===== src/rtl/sync_fifo_param_if.sv =====
// rtl/sync_fifo_param_if.sv - handshake, data and status bundle for sync_fifo_param
interface sync_fifo_param_if #(
  parameter int WIDTH = 8,
  parameter int DEPTH = 16
);
  localparam int AW = $clog2(DEPTH);

  logic             wr_en;
  logic [WIDTH-1:0] wr_data;
  logic             rd_en;
  logic [WIDTH-1:0] rd_data;
  logic             o_rd_valid;
  logic             flush;
  logic             clr_err;
  logic             o_fifo_full;
  logic             o_fifo_empty;
  logic             o_almost_full;
  logic             o_almost_empty;
  logic [AW:0]      o_count;
  logic             o_overflow;
  logic             o_underflow;

  // Producer/consumer side that drives requests into the FIFO
  modport master (
    output wr_en, wr_data, rd_en, flush, clr_err,
    input  rd_data, o_rd_valid, o_fifo_full, o_fifo_empty,
           o_almost_full, o_almost_empty, o_count, o_overflow, o_underflow
  );

  // FIFO side
  modport slave (
    input  wr_en, wr_data, rd_en, flush, clr_err,
    output rd_data, o_rd_valid, o_fifo_full, o_fifo_empty,
           o_almost_full, o_almost_empty, o_count, o_overflow, o_underflow
  );
endinterface


===== src/rtl/sync_fifo_param.sv =====
// rtl/sync_fifo_param.sv - single-clock parametrised FIFO with registered or FWFT read
module sync_fifo_param #(
  parameter int WIDTH    = 8,
  parameter int DEPTH    = 16,
  parameter int AF_LEVEL = DEPTH - 2,
  parameter int AE_LEVEL = 2,
  parameter int FWFT     = 0
) (
  input  logic             clk,
  input  logic             rst_n,
  sync_fifo_param_if.slave bus
);
  localparam int AW = $clog2(DEPTH);
  localparam logic [AW:0] DEPTH_C = (AW+1)'(DEPTH);
  localparam logic [AW:0] AF_C    = (AW+1)'(AF_LEVEL);
  localparam logic [AW:0] AE_C    = (AW+1)'(AE_LEVEL);

  logic [WIDTH-1:0] mem_q [DEPTH];
  logic [AW-1:0]    wr_ptr_q, wr_ptr_d;
  logic [AW-1:0]    rd_ptr_q, rd_ptr_d;
  logic [AW:0]      count_q, count_d;
  logic             overflow_q, overflow_d;
  logic             underflow_q, underflow_d;
  logic             full, empty, wr_acc, rd_acc;

  // Every status flag decodes from the registered count only
  assign full   = (count_q == DEPTH_C);
  assign empty  = (count_q == '0);
  assign wr_acc = bus.wr_en & ~full;
  assign rd_acc = bus.rd_en & ~empty;

  assign bus.o_fifo_full    = full;
  assign bus.o_fifo_empty   = empty;
  assign bus.o_almost_full  = (count_q >= AF_C);
  assign bus.o_almost_empty = (count_q <= AE_C);
  assign bus.o_count        = count_q;
  assign bus.o_overflow     = overflow_q;
  assign bus.o_underflow    = underflow_q;

  // Next pointers, occupancy and sticky errors; flush overrides both requests
  always_comb begin
    wr_ptr_d    = wr_ptr_q;
    rd_ptr_d    = rd_ptr_q;
    count_d     = count_q;
    overflow_d  = overflow_q;
    underflow_d = underflow_q;
    if (bus.flush) begin
      wr_ptr_d = '0;
      rd_ptr_d = '0;
      count_d  = '0;
    end else begin
      if (wr_acc) wr_ptr_d = wr_ptr_q + AW'(1);
      if (rd_acc) rd_ptr_d = rd_ptr_q + AW'(1);
      case ({wr_acc, rd_acc})
        2'b10:   count_d = count_q + (AW+1)'(1);
        2'b01:   count_d = count_q - (AW+1)'(1);
        default: count_d = count_q;
      endcase
    end
    if (bus.clr_err) begin
      overflow_d  = 1'b0;
      underflow_d = 1'b0;
    end
    // A new error in the same cycle as clr_err must survive the clear
    if (!bus.flush && bus.wr_en && full)  overflow_d  = 1'b1;
    if (!bus.flush && bus.rd_en && empty) underflow_d = 1'b1;
  end

  // Control state with asynchronous reset
  always_ff @(posedge clk or negedge rst_n) begin
    if (!rst_n) begin
      wr_ptr_q    <= '0;
      rd_ptr_q    <= '0;
      count_q     <= '0;
      overflow_q  <= 1'b0;
      underflow_q <= 1'b0;
    end else begin
      wr_ptr_q    <= wr_ptr_d;
      rd_ptr_q    <= rd_ptr_d;
      count_q     <= count_d;
      overflow_q  <= overflow_d;
      underflow_q <= underflow_d;
    end
  end

  // Storage array; deliberately not reset, a flushed write never lands
  always_ff @(posedge clk) begin
    if (wr_acc && !bus.flush) mem_q[wr_ptr_q] <= bus.wr_data;
  end

  if (FWFT == 0) begin : gen_reg_read
    logic [WIDTH-1:0] rd_data_q, rd_data_d;
    logic             rd_valid_q, rd_valid_d;

    // Registered read: load head on an accepted pop, otherwise hold
    always_comb begin
      rd_data_d  = rd_data_q;
      rd_valid_d = 1'b0;
      if (rd_acc && !bus.flush) begin
        rd_data_d  = mem_q[rd_ptr_q];
        rd_valid_d = 1'b1;
      end
    end

    // Read output registers
    always_ff @(posedge clk or negedge rst_n) begin
      if (!rst_n) begin
        rd_data_q  <= '0;
        rd_valid_q <= 1'b0;
      end else begin
        rd_data_q  <= rd_data_d;
        rd_valid_q <= rd_valid_d;
      end
    end

    assign bus.rd_data    = rd_data_q;
    assign bus.o_rd_valid = rd_valid_q;
  end else begin : gen_fwft_read
    // Head word is presented as soon as the FIFO holds anything; zero when empty
    assign bus.rd_data    = empty ? '0 : mem_q[rd_ptr_q];
    assign bus.o_rd_valid = ~empty;
  end
endmodule


===== src/flat_wrapper.sv =====
// flat-port wrapper written by rule: the top's interface ports become plain ports
module sync_fifo_param_flat 
#(
  parameter int WIDTH    = 8,
  parameter int DEPTH    = 16,
  parameter int AF_LEVEL = DEPTH - 2,
  parameter int AE_LEVEL = 2,
  parameter int FWFT     = 0
)
  (clk, rst_n, bus_wr_en, bus_wr_data, bus_rd_en, bus_flush, bus_clr_err, bus_rd_data, bus_o_rd_valid, bus_o_fifo_full, bus_o_fifo_empty, bus_o_almost_full, bus_o_almost_empty, bus_o_count, bus_o_overflow, bus_o_underflow);
  sync_fifo_param_if #(.WIDTH(WIDTH), .DEPTH(DEPTH)) bus_i ();
  input  logic clk;
  input  logic rst_n;
  input wire logic [$bits(bus_i.wr_en)-1:0] bus_wr_en;
  input wire logic [$bits(bus_i.wr_data)-1:0] bus_wr_data;
  input wire logic [$bits(bus_i.rd_en)-1:0] bus_rd_en;
  input wire logic [$bits(bus_i.flush)-1:0] bus_flush;
  input wire logic [$bits(bus_i.clr_err)-1:0] bus_clr_err;
  output wire logic [$bits(bus_i.rd_data)-1:0] bus_rd_data;
  output wire logic [$bits(bus_i.o_rd_valid)-1:0] bus_o_rd_valid;
  output wire logic [$bits(bus_i.o_fifo_full)-1:0] bus_o_fifo_full;
  output wire logic [$bits(bus_i.o_fifo_empty)-1:0] bus_o_fifo_empty;
  output wire logic [$bits(bus_i.o_almost_full)-1:0] bus_o_almost_full;
  output wire logic [$bits(bus_i.o_almost_empty)-1:0] bus_o_almost_empty;
  output wire logic [$bits(bus_i.o_count)-1:0] bus_o_count;
  output wire logic [$bits(bus_i.o_overflow)-1:0] bus_o_overflow;
  output wire logic [$bits(bus_i.o_underflow)-1:0] bus_o_underflow;
  assign bus_i.wr_en = bus_wr_en;
  assign bus_i.wr_data = bus_wr_data;
  assign bus_i.rd_en = bus_rd_en;
  assign bus_i.flush = bus_flush;
  assign bus_i.clr_err = bus_clr_err;
  assign bus_rd_data = bus_i.rd_data;
  assign bus_o_rd_valid = bus_i.o_rd_valid;
  assign bus_o_fifo_full = bus_i.o_fifo_full;
  assign bus_o_fifo_empty = bus_i.o_fifo_empty;
  assign bus_o_almost_full = bus_i.o_almost_full;
  assign bus_o_almost_empty = bus_i.o_almost_empty;
  assign bus_o_count = bus_i.o_count;
  assign bus_o_overflow = bus_i.o_overflow;
  assign bus_o_underflow = bus_i.o_underflow;
  sync_fifo_param #(.WIDTH(WIDTH), .DEPTH(DEPTH), .AF_LEVEL(AF_LEVEL), .AE_LEVEL(AE_LEVEL), .FWFT(FWFT)) u_core (.clk(clk), .rst_n(rst_n), .bus(bus_i));
endmodule

===== config.mk =====
export PLATFORM = sky130hd
export DESIGN_NAME = sync_fifo_param_flat
export DESIGN_NICKNAME = d
export VERILOG_FILES = /design/src/rtl/sync_fifo_param_if.sv /design/src/rtl/sync_fifo_param.sv /design/src/flat_wrapper.sv
export SDC_FILE = /design/constraint.sdc
export NUM_CORES = 1
export LEC_CHECK = 0
export BUFFER_PORTS_ARGS = -buffer_cell sky130_fd_sc_hd__buf_4
export CAP_MARGIN = 40
export CORE_MARGIN = 10
export CORE_UTILIZATION = 40
export CTS_BUF_LIST = sky130_fd_sc_hd__clkbuf_8
export DETAILED_ROUTE_END_ITERATION = 6
export SKIP_CTS_REPAIR_TIMING = 1
export SLEW_MARGIN = 20
export SYNTH_ARGS = -nofsm -noshare
export SYNTH_HDL_FRONTEND = slang
export SYNTH_SLANG_ARGS = --single-unit

===== constraint.sdc =====
create_clock -name clk -period 5 [get_ports clk]
set_input_delay 1 -clock clk [delete_from_list [all_inputs] [get_ports clk]]
set_output_delay 1 -clock clk [all_outputs]
set_load 0.005 [all_outputs]

==> results.sh <==
export IMPL_status="finished, final reports clean"
export IMPL_die_area_mm2=0.0212
export IMPL_finalPower_mw=3.24
export IMPL_finalSetupViolCount=0
export IMPL_fp_dieH_um=146
export IMPL_syn_mean_instance_area_um2=18.2
export IMPL_cts_htree_levels=4
export IMPL_final_common_cell="edfxtp_1"
export IMPL_pre_cts_ws_ps=2070
export IMPL_design_core_area_mm2=0.0154
export IMPL_critical_path_top_delay_family="simple AND/OR/NAND/NOR gates"
export IMPL_netlist_instances=348
export IMPL_fmax_ghz=0.340
export IMPL_core_rowCount=45
export IMPL_clock_tree_buffer_depth=2
export IMPL_cpPeakStageDelay_ps=650
export IMPL_skew_ps=14.2
export IMPL_drv_cap=0
export IMPL_ys_ff_latch=152
export IMPL_worstMarginPinSlew_ps=815
export IMPL_vdd_drop_max_mv=0.240
export IMPL_stdcell_count=619
export IMPL_yosysWarnings=0
export IMPL_fin_area_mm2=0.00724
export IMPL_clk_pin_slew_ps=90
export IMPL_powerDensity_mw_per_mm2=448
export IMPL_clock_sinks=152
export IMPL_dr_pass1_iters=5
export IMPL_async_reset_ff_share_pct=15.8
export IMPL_utilization_pct=47.1
export IMPL_fin_ws_ps=2060
export IMPL_cts_tree="yes"
export IMPL_pin_count=34
export IMPL_maxSlewHeadroom_pct=45.5
export IMPL_crit_path_end_kind="output port"
export IMPL_fin_crit_ps=2940
export IMPL_fillers=1303
export IMPL_final_cell_mix="edfxtp_1 (128), buf_4 (43), mux4_2 (32)"
export IMPL_ys_types=45
export IMPL_vias_per_cell=5.24
export IMPL_hold_viol_final=0
export IMPL_gp_congestion=0.792
export IMPL_whs_ps=462
export IMPL_nNetsFinal=416
export IMPL_place_area_mm2=0.00683
export IMPL_drc=0
export IMPL_synthTopCellsByArea="edfxtp_1 (61%), mux4_2 (11%), dfrtp_1 (9.5%)"
export IMPL_worst_ep_arrival_time_ps=1940
export IMPL_dr_max_layer_used="met4"
export IMPL_port_buffers=33
export IMPL_yosysTopAreaCell="edfxtp_1"
export IMPL_synth_top_area_share_pct=60.8
export IMPL_syn_num_nets=369
export IMPL_antenna_found_initial=0
export IMPL_wl_met3_um=731
export IMPL_synth_edff_count=128
export IMPL_grt_pass1_vias=3404
export IMPL_critical_path_slowest_cell="or4_4"
export IMPL_path_class="flop to output port"
export IMPL_drt_wl_total_um=13000
export IMPL_hold_path_class="primary input to asynchronous set/reset pin"
export IMPL_wl_per_cell_um=21.0
export IMPL_required_ps=4000
export IMPL_cp_cell_sequence="or4_4, nor2_1, buf_4"
export IMPL_wl_met1_um=5830
export IMPL_antenna_left=0
export IMPL_cts_buffers=17
export IMPL_dr_first_iter_drc_count=239
export IMPL_drv_slew=0
export IMPL_drive_above_1_share_pct=33.3
export IMPL_synth_main_ff_cell="edfxtp_1"
export IMPL_grt_util_all_layers_pct=12.7
export IMPL_path_buf_inv=1
export IMPL_gr_total_overflow=0
export IMPL_fp_dieW_um=146
export IMPL_dpl_hpwl_um=8820
export IMPL_critPathLaunchType="flop"
export IMPL_areaGrowthSynthToFinish_pct=14.4
export IMPL_start_util_pct=41.1
export IMPL_dp_cells=581
export IMPL_vias=3245
export IMPL_setup_tns_final_ps=0
export IMPL_period_share_pct=58.8
export IMPL_wl_met2_um=6310
export IMPL_grt_pass1_wl_um=20400
export IMPL_grt_max_degree=29
export IMPL_p_leak_nw=2.44
export IMPL_antenna_cells=0
export IMPL_netlist_area_mm2=0.00632
export IMPL_insertion_delay_ps=450
export IMPL_worst_path_max_fanout=12
export IMPL_rsz0062_at_grt="no"
export IMPL_clock_tree_root_cell="clkbuf_8"
export IMPL_yosysSeqAreaShare_pct=70.3
-- state kept, by name, indices dropped and copies added (netlist names) --
signal,cells
u_core.mem_q,128
u_core.rd_ptr_q,4
u_core.bus.o_rd_valid,1
u_core.bus.o_underflow,1
u_core.wr_ptr_q,4
u_core.bus.rd_data,8
u_core.bus.o_count,5
u_core.bus.o_overflow,1
-- cell usage after synthesis (3+ instances only) --
cell type / n
mux2i_1: 17
or3_1: 3
a21oi_1: 3
nor2_1: 28
edfxtp_1: 128
xor2_1: 5
nand2_1: 21
dfrtp_1: 24
o221ai_2: 8
nand2b_1: 4
mux4_2: 32
clkbuf_1: 8
buf_2: 8
o21ai_0: 4
xnor2_1: 4
nor3_1: 7
ha_1: 7
inv_1: 4
-- cell families (layout without fill, tap and decap cells) --
logic type	Yosys count	in the layout	synth area share, %
flops	152	152	70.3
simple gates	71	71	5.50
fa+ha+maj	7	7	1.38
buf+inv	26	86	2.04
mux	51	51	14.4
xor+xnor	9	9	1.25
compound gates	32	32	5.12
-- final timing paths --
kind	startpoint	end	slack, ps	cells after the start
worst max-delay path	u_core.bus.o_count[2]	bus_o_fifo_empty	2060	3
worst min-delay path	rst_n	u_core.bus.rd_data[2]	460	1
worst max register to register	u_core.bus.o_count[2]	u_core.bus.o_count[4]	2080	10
worst min register to register	u_core.bus.rd_data[1]	u_core.bus.rd_data[1]	500	2
max in group asynchronous	rst_n	u_core.rd_ptr_q[1]	4250	1
min in group clk	u_core.bus.rd_data[1]	u_core.bus.rd_data[1]	500	2
-- metal layers --
layer,global-route usage [%],vias to the layer above
met1,17.0,1681
met4,4.60,0
li1,-,1469
met5,0,-
met2,19.5,85
met3,3.20,10
-- worst reg2reg max path, delay by kind of cell (launching register included) --
family          cells  cell delay [ps]
compound gates      5             1040
simple gates        3              820
flops               1              540
fa+ha+maj           1              250
xor+xnor            1              160
-- layout make-up --
type	instances	area, um2	area share (%)
clock buffers	19	262	3.61
clock inverters	13	98.8	1.37
inverters	6	25.0	0.346
multi-input cells	170	1760	24.3
flip-flops and latches	152	4450	61.4
well taps	211	264	3.65
repair buffers	48	385	5.32
-- where the power goes --
| part | switching (mW) | internal, mW | leakage [nW] |
|---|---|---|---|
| Clock | 0.464 | 0.376 | 0.195 |
| Sequential | 0.136 | 1.45 | 1.46 |
| Combinational | 0.388 | 0.424 | 0.782 |
| Total | 0.988 | 2.25 | 2.44 |
No activity file was read; power rests on OpenSTA's default activity.
